## src/rtl/uart_pkg.sv

```systemverilog
// Shared UART definitions: FSM state encoding, parity modes and default bit timing.
// Imported by my_tx, my_rx and uart_bit_timer.
package uart_pkg;

    localparam int unsigned CLKS_PER_BIT_DEF = 87;

    localparam int unsigned PAR_NONE = 0;
    localparam int unsigned PAR_EVEN = 1;
    localparam int unsigned PAR_ODD  = 2;

    typedef enum logic [2:0] {
        ST_IDLE   = 3'd0,
        ST_START  = 3'd1,
        ST_DATA   = 3'd2,
        ST_PARITY = 3'd3,
        ST_STOP   = 3'd4
    } uart_state_e;

    // Even parity is the XOR of the byte; odd parity is its inverse.
    function automatic logic parity_bit(input logic [7:0] b, input int unsigned mode);
        return (mode == PAR_ODD) ? ~(^b) : (^b);
    endfunction

endpackage

```

## src/rtl/uart_bit_timer.sv

```systemverilog
// Bit-period counter: counts 0..CLKS_PER_BIT-1 and wraps; restarts at 0 on clear.
// tick is high while the count sits at its last value, pre_tick one cycle earlier.
module uart_bit_timer
    import uart_pkg::*;
#(
    parameter int unsigned CLKS_PER_BIT = CLKS_PER_BIT_DEF
) (
    input  logic clk,
    input  logic rst,
    input  logic clear,
    output logic tick,
    output logic pre_tick
);

    localparam int unsigned     CW   = $clog2(CLKS_PER_BIT);
    localparam logic [CW-1:0]   LAST = CW'(CLKS_PER_BIT - 1);
    localparam logic [CW-1:0]   PRE  = CW'(CLKS_PER_BIT - 2);

    logic [CW-1:0] count_q, count_d;
    logic          tick_q, tick_d;
    logic          pre_q, pre_d;

    // Flags are registered from the next count so they line up with count_q.
    always_comb begin
        count_d = count_q + CW'(1);
        if (clear || (count_q == LAST)) begin
            count_d = '0;
        end
        tick_d = (count_d == LAST);
        pre_d  = (count_d == PRE);
    end

    always_ff @(posedge clk or posedge rst) begin
        if (rst) begin
            count_q <= '0;
            tick_q  <= 1'b0;
            pre_q   <= (PRE == '0);
        end else begin
            count_q <= count_d;
            tick_q  <= tick_d;
            pre_q   <= pre_d;
        end
    end

    assign tick     = tick_q;
    assign pre_tick = pre_q;

endmodule

```

## src/rtl/my_tx.sv

```systemverilog
// UART transmitter: one byte per valid/ready accept, LSB first, optional parity and
// one or two stop bits. ready/done rise together in the last stop-bit cycle for streaming.
module my_tx
    import uart_pkg::*;
#(
    parameter int unsigned CLKS_PER_BIT = CLKS_PER_BIT_DEF,
    parameter int unsigned PARITY       = PAR_NONE,
    parameter int unsigned STOP_BITS    = 1
) (
    input  logic       clk,
    input  logic       rst,
    input  logic [7:0] data,
    input  logic       valid,
    output logic       ready,
    output logic       tx,
    output logic       done
);

    localparam logic HAS_PARITY = (PARITY != PAR_NONE);
    localparam logic LAST_STOP  = 1'(STOP_BITS - 1);

    uart_state_e state_q, state_d;
    logic [7:0]  data_q, data_d;
    logic [2:0]  bit_idx_q, bit_idx_d;
    logic        stop_idx_q, stop_idx_d;
    logic        tx_q, tx_d;
    logic        ready_q, ready_d;
    logic        done_q, done_d;

    logic        accept;
    logic        tick;
    logic        pre_tick;
    logic        last_stop;
    logic        par_bit;
    logic [2:0]  nxt_idx;

    assign accept    = valid && ready_q;
    assign last_stop = (stop_idx_q == LAST_STOP);
    assign par_bit   = parity_bit(data_q, PARITY);
    assign nxt_idx   = bit_idx_q + 3'd1;

    uart_bit_timer #(
        .CLKS_PER_BIT (CLKS_PER_BIT)
    ) u_timer (
        .clk      (clk),
        .rst      (rst),
        .clear    (accept),
        .tick     (tick),
        .pre_tick (pre_tick)
    );

    always_comb begin
        state_d    = state_q;
        data_d     = data_q;
        bit_idx_d  = bit_idx_q;
        stop_idx_d = stop_idx_q;
        tx_d       = tx_q;
        ready_d    = ready_q;
        done_d     = 1'b0;

        unique case (state_q)
            ST_IDLE: begin
                if (accept) begin
                    state_d = ST_START;
                    data_d  = data;
                    tx_d    = 1'b0;
                    ready_d = 1'b0;
                end
            end
            ST_START: begin
                if (tick) begin
                    state_d   = ST_DATA;
                    bit_idx_d = 3'd0;
                    tx_d      = data_q[0];
                end
            end
            ST_DATA: begin
                if (tick) begin
                    if (bit_idx_q == 3'd7) begin
                        if (HAS_PARITY) begin
                            state_d = ST_PARITY;
                            tx_d    = par_bit;
                        end else begin
                            state_d    = ST_STOP;
                            stop_idx_d = 1'b0;
                            tx_d       = 1'b1;
                        end
                    end else begin
                        bit_idx_d = nxt_idx;
                        tx_d      = data_q[nxt_idx];
                    end
                end
            end
            ST_PARITY: begin
                if (tick) begin
                    state_d    = ST_STOP;
                    stop_idx_d = 1'b0;
                    tx_d       = 1'b1;
                end
            end
            ST_STOP: begin
                // Raise ready/done one edge early so both are high in the final cycle.
                if (last_stop && pre_tick) begin
                    done_d  = 1'b1;
                    ready_d = 1'b1;
                end
                if (tick) begin
                    if (!last_stop) begin
                        stop_idx_d = stop_idx_q + 1'b1;
                    end else if (accept) begin
                        state_d = ST_START;
                        data_d  = data;
                        tx_d    = 1'b0;
                        ready_d = 1'b0;
                    end else begin
                        state_d = ST_IDLE;
                    end
                end
            end
            default: begin
                state_d = ST_IDLE;
                tx_d    = 1'b1;
                ready_d = 1'b1;
            end
        endcase
    end

    always_ff @(posedge clk or posedge rst) begin
        if (rst) begin
            state_q    <= ST_IDLE;
            data_q     <= '0;
            bit_idx_q  <= '0;
            stop_idx_q <= 1'b0;
            tx_q       <= 1'b1;
            ready_q    <= 1'b1;
            done_q     <= 1'b0;
        end else begin
            state_q    <= state_d;
            data_q     <= data_d;
            bit_idx_q  <= bit_idx_d;
            stop_idx_q <= stop_idx_d;
            tx_q       <= tx_d;
            ready_q    <= ready_d;
            done_q     <= done_d;
        end
    end

    assign ready = ready_q;
    assign tx    = tx_q;
    assign done  = done_q;

endmodule
```

## config.mk

```make
export PLATFORM = sky130hd
export DESIGN_NAME = my_tx
export DESIGN_NICKNAME = d
export VERILOG_FILES = /design/src/rtl/uart_pkg.sv /design/src/rtl/uart_bit_timer.sv /design/src/rtl/my_tx.sv
export SDC_FILE = /design/constraint.sdc
export NUM_CORES = 1
export LEC_CHECK = 0
export ABC_AREA = 1
export CAP_MARGIN = 10
export CORE_MARGIN = 2
export CORE_UTILIZATION = 42
export CTS_CLUSTER_SIZE = 16
export DETAILED_ROUTE_END_ITERATION = 16
export HOLD_SLACK_MARGIN = 0.02
export SYNTH_ARGS = -nofsm -noshare
export SYNTH_HDL_FRONTEND = slang
export SYNTH_SLANG_ARGS = --single-unit
```

## constraint.sdc

```tcl
create_clock -name clk -period 1.8 [get_ports clk]
set_input_delay 0.36 -clock clk [delete_from_list [all_inputs] [get_ports clk]]
set_output_delay 0.36 -clock clk [all_outputs]
set_load 0.01 [all_outputs]
```

==> flow_summary_export.csv <==
group,metric,value,unit
clock_network,cts-hold-fix-buffers,0,
setup_path,cp-end-kind,"flip-flop",
cells_and_area,area_overhead_vs_synth,16.9,%
drt,vias,1006,
sta,fin_hold_ws,0.385,ns
sta,hold_viol_final,0,
sta,slew-limit-headroom,77.2,%
power_and_ir_drop,total_leakage_power,0.000838,uW
floorplanning,die_area,0.00362,mm^2
power_and_ir_drop,clock_power_share,28.1,%
sta,finalMaxSlewViolations,0,
floorplanning,std_cell_rows,20,
floorplanning,die_x,60.2,um
global_route,first_global_vias,989,
setup_path,timing.rr.end,"tx$_DFFE_PP1P_",
placement,detailedPlacementHpwl,1910,um
drt,postRouteWirelength,2440,um
synthesis,cell_with_the_most_instances_after_synthesis,"sky130_fd_sc_hd__nand2_1",
sta,max_clock_skew,0.00510,ns
setup_path,setup.worst_path.start_class,"flip-flop",
synthesis,synth.avg_cell_area,9.01,um^2
synthesis,ys_ff_latch,26,
sta,timing.final.crit_share,86.3,%
clock_network,cts.sink_count,26,
global_route,number_of_antenna_violations_at_the_first_check_in_global_routing,0,
setup_path,cp_endpoint,"tx$_DFFE_PP1P_",
drt,drt.antenna.violating_nets,0,
setup_path,timing.setup.critical_path_class,"flip-flop to flip-flop",
power_and_ir_drop,power.switching,178,uW
setup_path,arrival,1.81,ns
power_and_ir_drop,sequentialPowerShare,67.9,%
synthesis,leading_post_synthesis_cells_by_instance_count,"29 x sky130_fd_sc_hd__nand2_1, 24 x sky130_fd_sc_hd__dfrtp_1, 24 x sky130_fd_sc_hd__inv_1, 19 x sky130_fd_sc_hd__nand3_1, 13 x sky130_fd_sc_hd__nor2_1",
sta,finalWorstSetupSlack,0.246,ns
setup_path,critical_path.most_common_cell,"sky130_fd_sc_hd__nand3_1",
sta,worst_pin_slew,0.341,ns
clock_network,clock_insertion_delay_at_the_later_pin_of_the_skew_report,0.31,ns
cells_and_area,n_antenna_cell,0,
sta,setup_repair_after_global_routing_missed_its_margin,"no",
setup_path,r2r.worst_path.cells,8,
sta,maxClockFrequency,644,MHz
global_route,groute.usage.overall,15.7,%
placement,placement.setup.worst_slack,0.00603,ns
sta,fin_crit_period,1.55,ns
clock_network,post_cts.repair.setup_buffers,0,
setup_path,r2r_slack,0.25,ns
placement,port_buffers,13,
placement,place_congestion,0.828,
synthesis,yosys.cell_types.count,21,
worst_hold_path,hold_path.class,"input port to asynchronous set/reset pin",
setup_path,worst_setup_path_startpoint,"bit_idx_q[0]$_DFFE_PP0P_",
synthesis,synth.top_cell.area_share,45.3,%
synthesis,syn-cell-area,0.00133,mm^2
run_status,outcome,"finished clean",
power_and_ir_drop,sw_frac_of_total,20.6,%
power_and_ir_drop,p_int,683,uW
setup_path,critPathMaxStageDelay,0.47,ns
synthesis,synth_top_cell_by_area,"sky130_fd_sc_hd__dfrtp_1",
synthesis,yosysSeqAreaShare,49.3,%
floorplanning,fp.coreArea,0.00303,mm^2
clock_network,path_clk_slew,0.13,ns
synthesis,postSynth.asyncResetShare,100,%
cells_and_area,post_route_cells_drive_above_1_share,12.7,%
clock_network,cts-root-buf,"sky130_fd_sc_hd__clkbuf_4",
synthesis,synth-main-ff-cell,"sky130_fd_sc_hd__dfrtp_1",
clock_network,cts_tree,"done",
setup_path,cpMaxStageDelayCell,"sky130_fd_sc_hd__dfrtp_1",
job,max_cap_violations,0,
clock_network,cts_made_buffers,3,
synthesis,syn_warnings,0,
setup_path,cp_cell_instances,"ha_1 > ha_1 > inv_1 > nand3_1 > nand3_1 > nand3_1 > nand2_1 > a21oi_1",
clock_network,cts_max_level,1,
drt,drt-vias-per-instance,4.81,
cells_and_area,nNetsFinal,182,
setup_path,critical_path.reg2reg.startpoint,"bit_idx_q[0]$_DFFE_PP0P_",
power_and_ir_drop,ir_worst_vdd,0.479,mV
floorplanning,floorplan.initialDensity,43.8,%
synthesis,postSynthCellCount,147,
synthesis,synth.area.top_cells,"sky130_fd_sc_hd__dfrtp_1 45%, sky130_fd_sc_hd__nand2_1 8.2%, sky130_fd_sc_hd__nand3_1 7.2%",
clock_network,number_of_buffers_between_clock_root_and_the_deepest_sink,2,
global_route,global_route_wire_length_before_repair,4230,um
synthesis,synth_fp_nets,162,
setup_path,critPathRequiredTime,2.06,ns
setup_path,timing.critical_path.fanout_max,6,
floorplanning,die_h,60.2,um
drt,drt-initial-drc-count,45,
global_route,grt_overflow,0,
drt,wl_per_cell,11.7,um
drt,post-route-drc-count,0,
power_and_ir_drop,power-per-cell-area,556,mW/mm^2
synthesis,synth-edff-count,0,
sta,final-setup-viol-count,0,
floorplanning,floorplan.io_pins,14,
global_route,largest_net_degree_at_the_start_of_global_routing,27,
sta,setup_tns,0,ns
drt,drt_first_pass_iters,4,
power_and_ir_drop,comb_power_share,4.1,%
==> cells by family (layout without fill, tap and decap cells) <==
family / after synthesis / after routing / share of synthesized area [%]
AND/OR/NAND/NOR: 68 / 68 / 23.7
adder cells (fa/ha/maj): 4 / 4 / 3.78
AO/OA/AOI/OAI: 14 / 14 / 5.95
flip-flops: 26 / 26 / 49.3
XOR/XNOR: 3 / 3 / 1.98
buffers and inverters: 25 / 43 / 7.65
multiplexers: 7 / 7 / 7.65
==> per-stage QoR <==
stage | area (um^2) | utilization, % | instances | total power [uW]
global route | 1550 | 51.2 | 209 | 900
finish | 1550 | 51.2 | 209 | 861
detailed placement | 1520 | 50.2 | 206 | 632
global placement | 1520 | 50.2 | 206 | 631
floorplan | 1330 | - | 147 | 604
CTS | 1540 | 51.0 | 209 | 879
==> sequential cells by signal (all words and copies together), names as in the netlist <==
signal            flops
done                  1
tx                    1
bit_idx_q             3
state_q               3
u_timer.tick          1
u_timer.count_q       7
ready                 1
data_q                8
u_timer.pre_tick      1
==> layout make-up <==
cell class	instances	area, um^2
multi-input combinational	96	571
timing repair buffer	16	158
inverter	24	90.1
tap	44	55.1
fill	293	1480
clock buffer	3	22.5
sequential	26	653
==> critical path, delay by kind of cell (launching register included) <==
| kind | cells | cell delay (ns) |
|---|---|---|
| adders and majority gates | 2 | 0.55 |
| DFF | 1 | 0.47 |
| and+or+nand+nor | 4 | 0.28 |
| AOI/OAI and AO/OA | 1 | 0.12 |
| buffers and inverters | 1 | 0.07 |
==> cell usage in the layout (no fill, tap or decap), types with 2 or more instances in the layout <==
master and count:
sky130_fd_sc_hd__buf_4 3, sky130_fd_sc_hd__nor2_1 13, sky130_fd_sc_hd__nand3_2 2, sky130_fd_sc_hd__clkbuf_4 3, sky130_fd_sc_hd__nor2_4 2, sky130_fd_sc_hd__dfstp_2 2
sky130_fd_sc_hd__o21ai_0 6, sky130_fd_sc_hd__nand3_1 19, sky130_fd_sc_hd__clkdlybuf4s50_1 11, sky130_fd_sc_hd__xor2_1 3, sky130_fd_sc_hd__dfrtp_1 24, sky130_fd_sc_hd__mux2_4 6
sky130_fd_sc_hd__nand2_1 29, sky130_fd_sc_hd__ha_1 4, sky130_fd_sc_hd__a21oi_1 5, sky130_fd_sc_hd__inv_1 24, sky130_fd_sc_hd__dlymetal6s2s_1 2
==> per-layer routing <==
layer / share of wire [%] / global-route usage, % / vias to the layer above
li1: - / - / 509
met1: 43 / 19.1 / 481
met2: 53 / 26.6 / 12
met3: 2.6 / 4.11 / 4
met4: 1.1 / 5.40 / 0
met5: 0 / 0 / -
==> how the worst min path moves through the flow <==
stage / from / endpoint / cells past startpoint
floorplan: rst / bit_idx_q[0]$_DFFE_PP0P_ / 1
global placement: data_q[2]$_DFFE_PP0P_ / data_q[2]$_DFFE_PP0P_ / 1
CTS: rst / data_q[3]$_DFFE_PP0P_ / 3
global route: rst / u_timer.count_q[3]$_DFF_PP0_ / 3
finish: rst / u_timer.count_q[1]$_DFF_PP0_ / 3
detailed placement: data_q[2]$_DFFE_PP0P_ / data_q[2]$_DFFE_PP0P_ / 1
==> timing repair <==
item	in CTS	in global routing
setup endpoints to repair	0	2
gates resized for setup	0	2
hold endpoints to repair	0	0
==> power groups by stage <==
stage	Combinational, uW	Sequential, uW	Clock, uW
after floorplan	9.00	595	0
after global placement	36.3	595	0
after detailed placement	36.6	595	0
after CTS	36.8	584	258
after global routing	39.3	585	276
final	35.0	584	242
Power figures use the tool's default switching activity.
